File: src/rtl/fp_muldiv_seq_if.sv
`default_nettype none
// +--------------------------------------------------------------------+
// | fp_muldiv_seq_if                                                   |
// | Start/done handshake bundle for the sequential FP multiply/divide. |
// | Revision: 1.0                                                      |
// +--------------------------------------------------------------------+
interface fp_muldiv_seq_if #(
    parameter int EXP_W = 5,
    parameter int MAN_W = 10
);
    logic                   start;
    logic                   op;
    logic [EXP_W+MAN_W:0]   a;
    logic [EXP_W+MAN_W:0]   b;
    logic                   busy;
    logic                   done;
    logic [EXP_W+MAN_W:0]   result;
    logic [1:0]             ofuf;

    modport master (output start, op, a, b, input busy, done, result, ofuf);
    modport slave  (input start, op, a, b, output busy, done, result, ofuf);
endinterface
`default_nettype wire

File: src/rtl/fp_muldiv_seq.sv
`default_nettype none
// +--------------------------------------------------------------------+
// | fp_muldiv_seq                                                      |
// | Sequential FP multiply (shift-add) / divide (restoring) unit.      |
// | Define FPMD_RNE_EN for round-to-nearest-even, else truncation.     |
// | Revision: 1.0                                                      |
// +--------------------------------------------------------------------+
module fp_muldiv_seq #(
    parameter int EXP_W = 5,
    parameter int MAN_W = 10
) (
    input  wire logic      clk,
    input  wire logic      reset_n,
    fp_muldiv_seq_if.slave bus
);
    localparam int c_w  = 1 + EXP_W + MAN_W;
    localparam int c_mw = MAN_W + 1;
    localparam int c_pw = 2 * c_mw;
    localparam int c_qw = MAN_W + 3;
    localparam int c_rw = MAN_W + 3;
    localparam int c_xw = EXP_W + 2;
    localparam int c_cw = $clog2(c_qw + 1);
    localparam logic [c_xw-1:0] c_bias = c_xw'((1 << (EXP_W - 1)) - 1);
    localparam logic [c_xw-1:0] c_emax = c_xw'((1 << EXP_W) - 1);

    typedef enum logic [2:0] {
        S_IDLE    = 3'd0,
        S_SPECIAL = 3'd1,
        S_ITER    = 3'd2,
        S_NORM    = 3'd3,
        S_ROUND   = 3'd4
    } state_t;

    state_t              state_q, state_d;
    logic                op_q, op_d;
    logic [c_w-1:0]      a_q, a_d, b_q, b_d;
    logic [c_pw-1:0]     prod_q, prod_d;
    logic [c_rw-1:0]     rem_q, rem_d;
    logic [c_qw-1:0]     quo_q, quo_d;
    logic [c_cw-1:0]     cnt_q, cnt_d;
    logic [c_xw-1:0]     exp_q, exp_d;
    logic [MAN_W-1:0]    man_q, man_d;
    logic                g_q, g_d, s_q, s_d;
    logic                busy_q, busy_d, done_q, done_d;
    logic [c_w-1:0]      result_q, result_d;
    logic [1:0]          ofuf_q, ofuf_d;

    logic                w_sign;
    logic [EXP_W-1:0]    w_ea, w_eb;
    logic [c_xw-1:0]     w_ea_x, w_eb_x;
    logic [c_mw-1:0]     w_ma, w_mb;
    logic [c_mw:0]       w_sum;
    logic                w_ge;
    logic [c_rw-1:0]     w_rnext;
    logic                w_inc, w_carry;
    logic [MAN_W-1:0]    w_man_r;
    logic [c_xw-1:0]     w_exp_r;

    assign w_sign  = a_q[c_w-1] ^ b_q[c_w-1];
    assign w_ea    = a_q[c_w-2:MAN_W];
    assign w_eb    = b_q[c_w-2:MAN_W];
    assign w_ea_x  = {2'b00, w_ea};
    assign w_eb_x  = {2'b00, w_eb};
    assign w_ma    = {1'b1, a_q[MAN_W-1:0]};
    assign w_mb    = {1'b1, b_q[MAN_W-1:0]};

    // One multiplier bit per step: conditional add into the upper half, then shift right.
    assign w_sum   = {1'b0, prod_q[c_pw-1:c_mw]} + (prod_q[0] ? {1'b0, w_ma} : '0);
    assign w_ge    = (rem_q >= {{(c_rw-c_mw){1'b0}}, w_mb});
    assign w_rnext = w_ge ? (rem_q - {{(c_rw-c_mw){1'b0}}, w_mb}) : rem_q;

`ifdef FPMD_RNE_EN
    assign w_inc = g_q & (s_q | man_q[0]);
`else
    assign w_inc = 1'b0;
`endif
    assign {w_carry, w_man_r} = {1'b0, man_q} + {{MAN_W{1'b0}}, w_inc};
    assign w_exp_r = exp_q + {{(c_xw-1){1'b0}}, w_carry};

    always_comb begin
        state_d  = state_q;
        op_d     = op_q;
        a_d      = a_q;
        b_d      = b_q;
        prod_d   = prod_q;
        rem_d    = rem_q;
        quo_d    = quo_q;
        cnt_d    = cnt_q;
        exp_d    = exp_q;
        man_d    = man_q;
        g_d      = g_q;
        s_d      = s_q;
        busy_d   = busy_q;
        done_d   = 1'b0;
        result_d = result_q;
        ofuf_d   = ofuf_q;
        case (state_q)
            S_IDLE: begin
                if (bus.start) begin
                    a_d     = bus.a;
                    b_d     = bus.b;
                    op_d    = bus.op;
                    busy_d  = 1'b1;
                    state_d = S_SPECIAL;
                end
            end
            S_SPECIAL: begin
                if (w_ea == '0 || w_eb == '0) begin
                    if (w_ea != '0 && op_q) begin
                        result_d = {w_sign, {EXP_W{1'b1}}, {MAN_W{1'b0}}};
                        ofuf_d   = 2'b10;
                    end else begin
                        result_d = {w_sign, {(c_w-1){1'b0}}};
                        ofuf_d   = 2'b00;
                    end
                    done_d  = 1'b1;
                    busy_d  = 1'b0;
                    state_d = S_IDLE;
                end else begin
                    exp_d   = op_q ? (w_ea_x - w_eb_x + c_bias) : (w_ea_x + w_eb_x - c_bias);
                    prod_d  = {{c_mw{1'b0}}, w_mb};
                    rem_d   = {{(c_rw-c_mw){1'b0}}, w_ma};
                    quo_d   = '0;
                    cnt_d   = op_q ? c_cw'(c_qw) : c_cw'(c_mw);
                    state_d = S_ITER;
                end
            end
            S_ITER: begin
                if (op_q) begin
                    quo_d = {quo_q[c_qw-2:0], w_ge};
                    rem_d = {w_rnext[c_rw-2:0], 1'b0};
                end else begin
                    prod_d = {w_sum, prod_q[c_mw-1:1]};
                end
                cnt_d = cnt_q - 1'b1;
                if (cnt_q == c_cw'(1)) state_d = S_NORM;
            end
            S_NORM: begin
                if (op_q) begin
                    if (quo_q[c_qw-1]) begin
                        man_d = quo_q[c_qw-2 -: MAN_W];
                        g_d   = quo_q[1];
                        s_d   = quo_q[0] | (rem_q != '0);
                    end else begin
                        man_d = quo_q[c_qw-3 -: MAN_W];
                        g_d   = quo_q[0];
                        s_d   = (rem_q != '0);
                        exp_d = exp_q - 1'b1;
                    end
                end else begin
                    if (prod_q[c_pw-1]) begin
                        man_d = prod_q[c_pw-2 -: MAN_W];
                        g_d   = prod_q[c_mw-1];
                        s_d   = |prod_q[c_mw-2:0];
                        exp_d = exp_q + 1'b1;
                    end else begin
                        man_d = prod_q[c_pw-3 -: MAN_W];
                        g_d   = prod_q[c_mw-2];
                        s_d   = |prod_q[c_mw-3:0];
                    end
                end
                state_d = S_ROUND;
            end
            S_ROUND: begin
                if (!w_exp_r[c_xw-1] && (w_exp_r >= c_emax)) begin
                    result_d = {w_sign, {EXP_W{1'b1}}, {MAN_W{1'b0}}};
                    ofuf_d   = 2'b10;
                end else if (w_exp_r[c_xw-1] || (w_exp_r == '0)) begin
                    result_d = {w_sign, {(c_w-1){1'b0}}};
                    ofuf_d   = 2'b01;
                end else begin
                    result_d = {w_sign, w_exp_r[EXP_W-1:0], w_man_r};
                    ofuf_d   = 2'b00;
                end
                done_d  = 1'b1;
                busy_d  = 1'b0;
                state_d = S_IDLE;
            end
            default: state_d = S_IDLE;
        endcase
    end

    always_ff @(posedge clk or negedge reset_n) begin
        if (!reset_n) begin
            state_q  <= S_IDLE;
            op_q     <= 1'b0;
            a_q      <= '0;
            b_q      <= '0;
            prod_q   <= '0;
            rem_q    <= '0;
            quo_q    <= '0;
            cnt_q    <= '0;
            exp_q    <= '0;
            man_q    <= '0;
            g_q      <= 1'b0;
            s_q      <= 1'b0;
            busy_q   <= 1'b0;
            done_q   <= 1'b0;
            result_q <= '0;
            ofuf_q   <= 2'b00;
        end else begin
            state_q  <= state_d;
            op_q     <= op_d;
            a_q      <= a_d;
            b_q      <= b_d;
            prod_q   <= prod_d;
            rem_q    <= rem_d;
            quo_q    <= quo_d;
            cnt_q    <= cnt_d;
            exp_q    <= exp_d;
            man_q    <= man_d;
            g_q      <= g_d;
            s_q      <= s_d;
            busy_q   <= busy_d;
            done_q   <= done_d;
            result_q <= result_d;
            ofuf_q   <= ofuf_d;
        end
    end

    assign bus.busy   = busy_q;
    assign bus.done   = done_q;
    assign bus.result = result_q;
    assign bus.ofuf   = ofuf_q;
endmodule
`default_nettype wire

File: src/flat_wrapper.sv
// flat-port wrapper written by rule: the top's interface ports become plain ports
module fp_muldiv_seq_flat 
#(
    parameter int EXP_W = 5,
    parameter int MAN_W = 10
)
  (clk, reset_n, bus_start, bus_op, bus_a, bus_b, bus_busy, bus_done, bus_result, bus_ofuf);
  fp_muldiv_seq_if #(.EXP_W(EXP_W), .MAN_W(MAN_W)) bus_i ();
  input  wire logic clk;
  input  wire logic reset_n;
  input wire logic [$bits(bus_i.start)-1:0] bus_start;
  input wire logic [$bits(bus_i.op)-1:0] bus_op;
  input wire logic [$bits(bus_i.a)-1:0] bus_a;
  input wire logic [$bits(bus_i.b)-1:0] bus_b;
  output wire logic [$bits(bus_i.busy)-1:0] bus_busy;
  output wire logic [$bits(bus_i.done)-1:0] bus_done;
  output wire logic [$bits(bus_i.result)-1:0] bus_result;
  output wire logic [$bits(bus_i.ofuf)-1:0] bus_ofuf;
  assign bus_i.start = bus_start;
  assign bus_i.op = bus_op;
  assign bus_i.a = bus_a;
  assign bus_i.b = bus_b;
  assign bus_busy = bus_i.busy;
  assign bus_done = bus_i.done;
  assign bus_result = bus_i.result;
  assign bus_ofuf = bus_i.ofuf;
  fp_muldiv_seq #(.EXP_W(EXP_W), .MAN_W(MAN_W)) u_core (.clk(clk), .reset_n(reset_n), .bus(bus_i));
endmodule
File: config.mk
export PLATFORM = sky130hd
export DESIGN_NAME = fp_muldiv_seq_flat
export DESIGN_NICKNAME = d
export VERILOG_FILES = /design/src/rtl/fp_muldiv_seq_if.sv /design/src/rtl/fp_muldiv_seq.sv /design/src/flat_wrapper.sv
export SDC_FILE = /design/constraint.sdc
export NUM_CORES = 1
export LEC_CHECK = 0
export ABC_AREA = 1
export CORE_MARGIN = 2
export CORE_UTILIZATION = 40
export CTS_BUF_LIST = sky130_fd_sc_hd__clkbuf_8 sky130_fd_sc_hd__clkbuf_16
export DETAILED_ROUTE_END_ITERATION = 8
export SETUP_SLACK_MARGIN = 0.2
export SYNTH_ARGS = -nofsm -noshare
export SYNTH_HDL_FRONTEND = slang
export SYNTH_SLANG_ARGS = --single-unit
File: constraint.sdc
create_clock -name clk -period 2.5 [get_ports clk]
set_input_delay 0.75 -clock clk [delete_from_list [all_inputs] [get_ports clk]]
set_output_delay 0.75 -clock clk [all_outputs]
set_load 0.03 [all_outputs]
==> results.json, run 1 <==
{
  "ys_seq_area_share_pct": 41.3,
  "slew_headroom_pct": 18.8,
  "grt_pass1_wl_um": 30100,
  "cts_setup_buffers": 0,
  "crit_fanout": 2,
  "clock-sinks": 125,
  "die_h_um": 142,
  "finalNetCount": 1084,
  "row_count": 50,
  "vias_per_cell": 5.12,
  "die_x_um": 142,
  "ctsResizeCount": 0,
  "track_usage_pct": 18.6,
  "yosysWarnings": 0,
  "cp.required_ps": 1750,
  "path_cells": "clkdlybuf4s50_1",
  "cpPeakStageDelay_ps": 690,
  "crit_type": "register to primary output",
  "pre_cts_ws_ps": 407,
  "syn-num-nets": 1031,
  "min_period_over_period_pct": 88.6,
  "critPathArrivalTime_ps": 1460,
  "crit_buf_inv": 1,
  "port_buffers": 55,
  "grt_antenna_before_repair": 0,
  "drc": 0,
  "grt_pass1_vias": 6195,
  "synth_ff_type": "dfrtp_1",
  "fin_crit_ps": 2210,
  "vias": 6398,
  "root_buffer": "clkbuf_16",
  "hpwl_um": 12900,
  "layout_common_cells": "nand2_1 (195), dfrtp_1 (124), inv_1 (121)",
  "antenna_left": 0,
  "cts_inserted_buffers": 17,
  "synth_area_um2": 7570,
  "tns_ps": 0,
  "drtPass1Iterations": 4,
  "clk_pin_slew_ps": 60,
  "hold_class": "input pin to asynchronous set/reset pin",
  "antennaDiodeCount": 0,
  "fin_ws_ps": 286,
  "cp-end-kind": "primary output",
  "place_congestion": 0.881,
  "grt_max_degree": 58,
  "first_iter_violations": 315,
  "initial_utilization_pct": 40.6,
  "clock_skew_ps": 7.68,
  "cp_slowest_cell": "clkdlybuf4s50_1",
  "core_um2": 18600,
  "final_common_cell": "nand2_1",
  "wl_per_cell_um": 13.9,
  "wirelength_um": 17400,
  "dieArea_um2": 20100,
  "ios": 56,
  "cts-htree-levels": 4,
  "cellLeakagePower_nw": 4.37,
  "setup_viol": 0,
  "grt_setup_unrepaired": "no",
  "synth-async-reset-ratio_pct": 100,
  "p_per_area_nw_per_um2": 1620,
  "synth_edf_count": 0,
  "drive_gt1_share_pct": 9.06,
  "ff2ff_setup_slack_ps": 400,
  "path_delay_family": "buffers and inverters",
  "report.final.slew_viol_count": 0,
  "outcome": "complete, no violations",
  "overflow": 0,
  "worst_slew_pin_slew_ps": 1210,
  "synth.distinct_cells": 45,
  "clock_path_buffers": 2,
  "syn_area_per_cell_um2": 7.97,
  "p_total_w": 0.0146,
  "netlist_instances": 950,
  "peakVddDrop_mv": 0.744,
  "hold_buffers": 0,
  "maxCapViolCount": 0,
  "crit_path_start_kind": "register",
  "ys_ff_latch": 125,
  "clock_latency_ps": 430,
  "finalHoldViolations": 0,
  "max_freq_ghz": 0.452,
  "syn2layout_area_growth_pct": 18.8,
  "cts_tree": "yes"
}
## synthesized netlist by cell type (5+ instances only)
| master | number | area [um^2] |
|---|---|---|
| dfrtp_1 | 125 | 3130 |
| ha_1 | 40 | 500 |
| nand2_1 | 196 | 736 |
| nand3_1 | 62 | 310 |
| o211ai_1 | 10 | 75.1 |
| clkbuf_1 | 13 | 48.8 |
| buf_4 | 5 | 37.5 |
| a31oi_1 | 17 | 106 |
| fa_1 | 5 | 100 |
| inv_2 | 7 | 26.3 |
| nand4_1 | 17 | 106 |
| inv_1 | 121 | 454 |
| xnor2_1 | 11 | 96.3 |
| nor2_1 | 71 | 267 |
| o21ai_0 | 60 | 300 |
| mux2_2 | 17 | 191 |
| nand3b_1 | 5 | 37.5 |
| a21oi_1 | 85 | 425 |
| xor2_1 | 8 | 70.1 |
| buf_2 | 11 | 55.1 |
| o22ai_1 | 21 | 131 |
## sequential cells by signal (all words and copies together) (netlist names)
name	count
u_core.state_q	3
u_core.bus.result	16
u_core.op_q	1
u_core.bus.ofuf	2
u_core.a_q	16
u_core.bus.done	1
u_core.exp_q	7
u_core.b_q	16
u_core.man_q	10
u_core.cnt_q	4
u_core.rem_q	13
u_core.bus.busy	1
u_core.quo_q	13
u_core.prod_q	22
## logic make-up after synthesis
logic type	after synthesis	share of synthesized area, %
compound gates	210	15.6
xor+xnor	19	2.20
fa+ha+maj	45	7.93
buf+inv	162	8.76
flops	125	41.3
mux	17	2.53
simple gates	372	21.7
## path summary, 6_finish.rpt
path	startpoint	end	depth (start not counted)
setup / recovery	u_core.bus.result[15]	bus_result[15]	1
hold / removal	reset_n	u_core.exp_q[2]	1
setup reg to reg	u_core.b_q[10]	u_core.exp_q[4]	12
hold reg to reg	u_core.cnt_q[3]	u_core.cnt_q[3]	1
max in group asynchronous	reset_n	u_core.rem_q[1]	2
min in group clk	u_core.cnt_q[3]	u_core.cnt_q[3]	1
## area by class of cell
class	instances	area [um^2]
clock buffers	17	425
flip-flops and latches	125	3130
inverters	128	480
multi-input cells	663	3790
clock inverters	15	199
repair buffers	68	683
well taps	234	293
fillers	1845	9640
## layer usage
metal	vias up	wire length [um]	track usage, %
li1	3279	-	-
met1	2993	8620	25.8
met2	100	7880	28.9
met3	26	574	4.08
met4	0	328	6.32
met5	-	0	0
## metrics by stage
step | std cells | util, % | hold WS, ps | area [um^2]
after floorplan | 950 | - | 436 | 7570
after global placement | 1218 | 44.9 | 458 | 8370
after detailed placement | 1218 | 44.9 | 464 | 8370
after CTS | 1250 | 48.3 | 227 | 9000
after global routing | 1250 | 48.3 | 254 | 9000
final | 1250 | 48.3 | 226 | 9000
## where the power goes
group	total, W	switching, W	internal [W]	leakage (nW)
Combinational	0.00831	0.00515	0.00316	2.53
Sequential	0.00364	0.000710	0.00293	1.53
Clock	0.00264	0.00103	0.00161	0.309
(Power assumes the default switching activity.)
==> inputs of run 2 (changes only) <==
CTS_CLUSTER_SIZE = 8   (was default)
==> results of run 2 <==
Same layout as run 1: the final DEF is identical, and so are final timing and power.
==> inputs of run 3 (changes only) <==
SKIP_LAST_GASP = 1   (was default)
==> results of run 3 <==
Same layout as run 1: the final DEF is identical, and so are final timing and power.
